==> src/rtl/keypad_pkg.sv <==
// Shared types and constants for the matrix-keypad scanner and its display decode.
package keypad_pkg;

    typedef enum logic [1:0] {
        StScan,
        StPressDb,
        StPressed,
        StRelDb
    } state_e;

    localparam logic [6:0] SEG_BLANK = 7'b0000000;

    // abcdefg, a = MSB; entry 0 is the rightmost element.
    localparam logic [15:0][6:0] SEG_HEX = {
        7'b1000111, 7'b1001111, 7'b0111101, 7'b1001110,
        7'b0011111, 7'b1110111, 7'b1111011, 7'b1111111,
        7'b1110000, 7'b1011111, 7'b1011011, 7'b0110011,
        7'b1111001, 7'b1101101, 7'b0110000, 7'b1111110
    };

endpackage

==> src/rtl/hex_to_7seg.sv <==
// Combinational hex digit to active-high abcdefg decode; codes above 15 blank the display.
module hex_to_7seg
    import keypad_pkg::*;
#(
    parameter int unsigned W = 4
) (
    input  logic [W-1:0] code,
    output logic [6:0]   seg
);

    logic [31:0] code_wide;

    always_comb begin
        code_wide = 32'(code);
        seg       = SEG_BLANK;
        if (code_wide < 32'd16) begin
            seg = SEG_HEX[code_wide[3:0]];
        end
    end

endmodule

==> src/rtl/keypad_scan_ctrl.sv <==
// Matrix-keypad scanner: one-hot row strobe, single-hit column sampling once per slot,
// press/release debounce, registered key code, valid pulse, held level and 7-seg pattern.
module keypad_scan_ctrl
    import keypad_pkg::*;
#(
    parameter int unsigned NUM_ROWS       = 4,
    parameter int unsigned NUM_COLS       = 4,
    parameter int unsigned SCAN_DIV       = 1000,
    parameter int unsigned DEBOUNCE_SCANS = 4,
    parameter int unsigned CODE_W         = $clog2(NUM_ROWS * NUM_COLS)
) (
    input  logic                clk,
    input  logic                rst,
    input  logic [NUM_COLS-1:0] col_line,
    output logic [NUM_ROWS-1:0] row_line,
    output logic [CODE_W-1:0]   key_code,
    output logic                key_valid,
    output logic                key_held,
    output logic [6:0]          seg
);

    localparam int unsigned ROW_W = $clog2(NUM_ROWS);
    localparam int unsigned COL_W = $clog2(NUM_COLS);
    localparam int unsigned DIV_W = $clog2(SCAN_DIV);
    localparam int unsigned CNT_W = $clog2(DEBOUNCE_SCANS + 1);

    state_e              state;
    logic [DIV_W-1:0]    div;
    logic [CNT_W-1:0]    cnt;
    logic [ROW_W-1:0]    row_idx;
    logic [COL_W-1:0]    cap_col;

    logic                tick;
    logic                hit;
    int unsigned         hit_cnt;
    logic [COL_W-1:0]    hit_col;
    logic [ROW_W-1:0]    row_inc;
    logic [NUM_ROWS-1:0] row_inc_oh;
    logic [CODE_W-1:0]   new_code;
    logic [6:0]          new_seg;

    assign tick = (div == DIV_W'(SCAN_DIV - 1));

    // A hit needs exactly one closed column; multi-column samples are ghosting.
    always_comb begin
        hit_cnt = 0;
        hit_col = '0;
        for (int i = 0; i < NUM_COLS; i++) begin
            if (col_line[i]) begin
                hit_cnt = hit_cnt + 1;
                hit_col = COL_W'(i);
            end
        end
        hit = (hit_cnt == 1);
    end

    always_comb begin
        row_inc    = (row_idx == ROW_W'(NUM_ROWS - 1)) ? '0 : row_idx + ROW_W'(1);
        row_inc_oh = NUM_ROWS'(1) << row_inc;
    end

    // Row is locked while debouncing, so row_idx is the captured row.
    assign new_code = CODE_W'(row_idx) * CODE_W'(NUM_COLS) + CODE_W'(hit_col);

    hex_to_7seg #(
        .W(CODE_W)
    ) u_hex_to_7seg (
        .code(new_code),
        .seg (new_seg)
    );

    always_ff @(posedge clk) begin
        if (rst) begin
            state     <= StScan;
            div       <= '0;
            cnt       <= '0;
            row_idx   <= '0;
            cap_col   <= '0;
            row_line  <= NUM_ROWS'(1);
            key_code  <= '0;
            key_valid <= 1'b0;
            key_held  <= 1'b0;
            seg       <= SEG_BLANK;
        end else begin
            key_valid <= 1'b0;
            div       <= tick ? '0 : div + DIV_W'(1);
            if (tick) begin
                unique case (state)
                    StScan: begin
                        if (hit) begin
                            cap_col <= hit_col;
                            cnt     <= CNT_W'(1);
                            if (DEBOUNCE_SCANS == 1) begin
                                state     <= StPressed;
                                key_code  <= new_code;
                                seg       <= new_seg;
                                key_valid <= 1'b1;
                                key_held  <= 1'b1;
                            end else begin
                                state <= StPressDb;
                            end
                        end else begin
                            row_idx  <= row_inc;
                            row_line <= row_inc_oh;
                        end
                    end
                    StPressDb: begin
                        if (hit && hit_col == cap_col) begin
                            if (cnt == CNT_W'(DEBOUNCE_SCANS - 1)) begin
                                state     <= StPressed;
                                key_code  <= new_code;
                                seg       <= new_seg;
                                key_valid <= 1'b1;
                                key_held  <= 1'b1;
                            end else begin
                                cnt <= cnt + CNT_W'(1);
                            end
                        end else begin
                            state    <= StScan;
                            row_idx  <= row_inc;
                            row_line <= row_inc_oh;
                        end
                    end
                    StPressed: begin
                        if (!col_line[cap_col]) begin
                            cnt <= CNT_W'(1);
                            if (DEBOUNCE_SCANS == 1) begin
                                state    <= StScan;
                                key_held <= 1'b0;
                                row_idx  <= row_inc;
                                row_line <= row_inc_oh;
                            end else begin
                                state <= StRelDb;
                            end
                        end
                    end
                    StRelDb: begin
                        if (!col_line[cap_col]) begin
                            if (cnt == CNT_W'(DEBOUNCE_SCANS - 1)) begin
                                state    <= StScan;
                                key_held <= 1'b0;
                                row_idx  <= row_inc;
                                row_line <= row_inc_oh;
                            end else begin
                                cnt <= cnt + CNT_W'(1);
                            end
                        end else begin
                            state <= StPressed;
                        end
                    end
                endcase
            end
        end
    end

endmodule

==> config.mk <==
export PLATFORM = sky130hd
export DESIGN_NAME = keypad_scan_ctrl
export DESIGN_NICKNAME = d
export VERILOG_FILES = /design/src/rtl/keypad_pkg.sv /design/src/rtl/hex_to_7seg.sv /design/src/rtl/keypad_scan_ctrl.sv
export SDC_FILE = /design/constraint.sdc
export NUM_CORES = 1
export LEC_CHECK = 0
export ABC_AREA = 1
export BUFFER_PORTS_ARGS = -buffer_cell sky130_fd_sc_hd__buf_2
export CORE_UTILIZATION = 40
export DETAILED_ROUTE_END_ITERATION = 7
export PLACE_DENSITY = 0.6
export SLEW_MARGIN = 40
export SYNTH_ARGS = -nofsm -noshare
export SYNTH_HDL_FRONTEND = slang
export SYNTH_SLANG_ARGS = --single-unit
==> constraint.sdc <==
create_clock -name clk -period 2.79 [get_ports clk]
set_input_delay 0.4185 -clock clk [delete_from_list [all_inputs] [get_ports clk]]
set_output_delay 0.4185 -clock clk [all_outputs]
set_load 0.01 [all_outputs]
==> metrics <==
status=finished, final reports clean; Antenna Violating Nets Remaining=0; Synth warnings=0; Synth area leader=dfxtp_1; XOR/XNOR share of the synthesized area=1.13%; P_leak=1.15 nW; mux cell area share after synthesis=0%; Final Slew Violations=0; Cell variety after synth=40; hold_buf cts=0; Critical Path AT=2.34 ns; Worst slew margin=72.0%; GP Congestion=0.840; Slew @ Worst Pin=0.419 ns; Final Critical Period=2.16 ns; Die Ht=76.3 um; largest family of logic cells by synthesized area=simple AND/OR/NAND/NOR gates; Async SR Flop Fraction=0%; syn nets=336; placed cell area=2380 um^2; number of global-route vias before repair=1836; Ports=23; largest net degree at the start of global routing=21; Compound-Gate Fraction of Synth Area=9.23%; DP Worst Slack=0.294 ns; total power=972 uW; adder-cell share of the synthesized area=9.63%; Critical Path Source Type=primary input; drt total wl=4230 um; worst setup path class=primary input to flip-flop; drt pass-1 iters=4; Initial Util=42.5%; critical path peak fanout=10; synthesized flop and latch total=36; die area=5830 um^2; setup bufs post-CTS=0; total CTS buffers=5; worst r2r src=div[0]; Root Buffer=clkbuf_8; PwrDens=394 nW/um^2; synthesized instance count=313; Avg Inst Size Synth=7.06 um^2; Critical R2R Capture=row_idx[0]; Post-DP HPWL=3350 um; GRT overflow=0; clock buffer depth=2; Max Clock Skew=0.00805 ns; worst setup margin=0.631 ns; GRT Total Usage=16.2%; Max Clk Rate=0.463 GHz; DRC Markers=0; wire length per cell=10.4 um; setup TNS=0 ns; PortBufs=22; Post-CTS Resized=0; final core occ=47.5%; hold depth=2; DR vias/cell=4.72; width of the die=76.3 um; Yosys top cell area share=32.6%; Seq/Total Area, Yosys=32.6%; worst hold start=rst; Hold EP=key_held; Mapped Area=2210 um^2; clock sinks=36; Hold Crit Class=primary input to flip-flop; Fin. Hold Viols=0; drt first-iter violations=88; Final nets=360; number of flops mapped to enable cells by yosys=0; CTS tree=done; count of final setup violators=0; max cap viols=0; RSZ-0062 raised after global routing=false; simple-gate share of the synthesized area=38.6%; Required @ worst endpoint=2.97 ns; Setup crit end kind=flip-flop; clock latency on the worst-skew pair=0.28 ns; Design Area, Final=2470 um^2; peak supply drop=0.184 mV; R2R Setup Slk=0.94 ns; initial antenna violation count=0; DR vias=1926; CORE AREA=5200 um^2; R2R depth=13; n_diodes=0; top cells by area, synth=dfxtp_1 (33%), nor2_1 (11%), ha_1 (9.6%); first-pass GRT wire length=7780 um; Clk pin slew, worst setup/hold paths=0.07 ns; row cnt=26; layout cells sized above 1=17.5%; Top FF cell, synth=dfxtp_1; Area Overhead vs Synth=11.8%; Max H-tree Level=2; Final period util=77.4%
[kinds of logic after synthesis]
family,after synthesis
simple gates,177
buf+inv,46
flops,36
compound gates,35
fa+ha+maj,17
xor+xnor,2
[per-stage QoR]
step | hold slack [ns] | cells
6_report | 0.374 | 408
5_1_grt | 0.373 | 408
4_1_cts | 0.369 | 408
3_5_place_dp | 0.435 | 400
3_3_place_gp | 0.432 | 400
2_1_floorplan | 0.418 | 313
[worst max-delay path by stage]
stage	from	to	slack, ns	depth (start not counted)
2_1_floorplan	col_line[0]	seg[2]	0.63	15
3_3_place_gp	col_line[1]	seg[2]	0.38	16
3_5_place_dp	col_line[1]	seg[2]	0.29	16
4_1_cts	col_line[1]	seg[2]	0.60	16
5_1_grt	col_line[1]	cnt[2]	0.39	15
6_report	col_line[1]	seg[2]	0.63	16
[cell type report]
type | instances | area (um^2)
flip-flops and latches | 36 | 721
fillers | 550 | 2740
well taps | 70 | 87.6
repair buffers | 23 | 118
clock buffers | 5 | 68.8
clock inverters | 3 | 18.8
multi-input cells | 231 | 1290
inverters | 40 | 163
[flip-flops by register name (all words and copies together), names as in the netlist]
name / count
key_held: 1
cnt: 3
key_valid: 1
state: 2
key_code: 4
cap_col: 2
div: 10
row_line: 4
seg: 7
row_idx: 2
[critical path: stages]
cell,delay (ns)
buf_2,0.13
inv_1,0.06
ha_1,0.30
nor2_1,0.15
nor2_2,0.07
ha_1,0.28
nor2_1,0.09
o21ai_0,0.10
nand2_2,0.13
nand3_4,0.11
nor2_8,0.16
nand2_8,0.11
clkinv_8,0.08
nand2_1,0.06
nand2_1,0.06
nor2_1,0.03
[synth_stat cells (2+ instances only)]
library cell / n
ha_1: 17
nor2_1: 64
inv_2: 5
o21ai_1: 8
o21ai_0: 6
nor3_1: 5
nand2_1: 56
nand3_1: 22
inv_1: 31
buf_2: 2
nand4_1: 3
nand2_2: 6
nor2_4: 4
nand2_4: 2
nor3b_1: 4
o21a_1: 2
nor2_2: 4
dfxtp_1: 36
clkinv_1: 3
a21oi_1: 11
clkbuf_1: 3
[placed cells by master (no fill, tap or decap), types with 2 or more instances in the layout]
cell,Yosys,routed
buf_2,2,22
nor3_1,5,5
nand4_1,3,3
nand3_1,22,22
nor2_4,4,4
clkbuf_8,0,5
ha_1,17,17
clkinv_1,3,3
nor2_2,4,4
nand2_4,2,2
inv_1,31,31
nand2_1,56,56
nor3b_1,4,4
a21oi_1,11,11
o21a_1,2,2
nor2_1,64,64
clkinv_2,0,2
dfxtp_1,36,36
inv_2,5,5
o21ai_1,8,8
o21ai_0,6,6
nand2_2,6,6
[where the power goes]
| part | internal [mW] | switching, mW |
|---|---|---|
| clock network | 0.174 | 0.188 |
| logic | 0.0324 | 0.0581 |
| registers | 0.517 | 0.00248 |
[per-layer routing]
| layer | global-route usage, % | vias to the layer above | wire length (um) |
|---|---|---|---|
| met5 | 0 | - | 0 |
| met4 | 4.62 | 0 | 33 |
| met3 | 2.99 | 4 | 89 |
| met2 | 27.6 | 19 | 1880 |
| met1 | 20.7 | 854 | 2230 |
| li1 | - | 1049 | - |
Power figures use the tool's default switching activity.
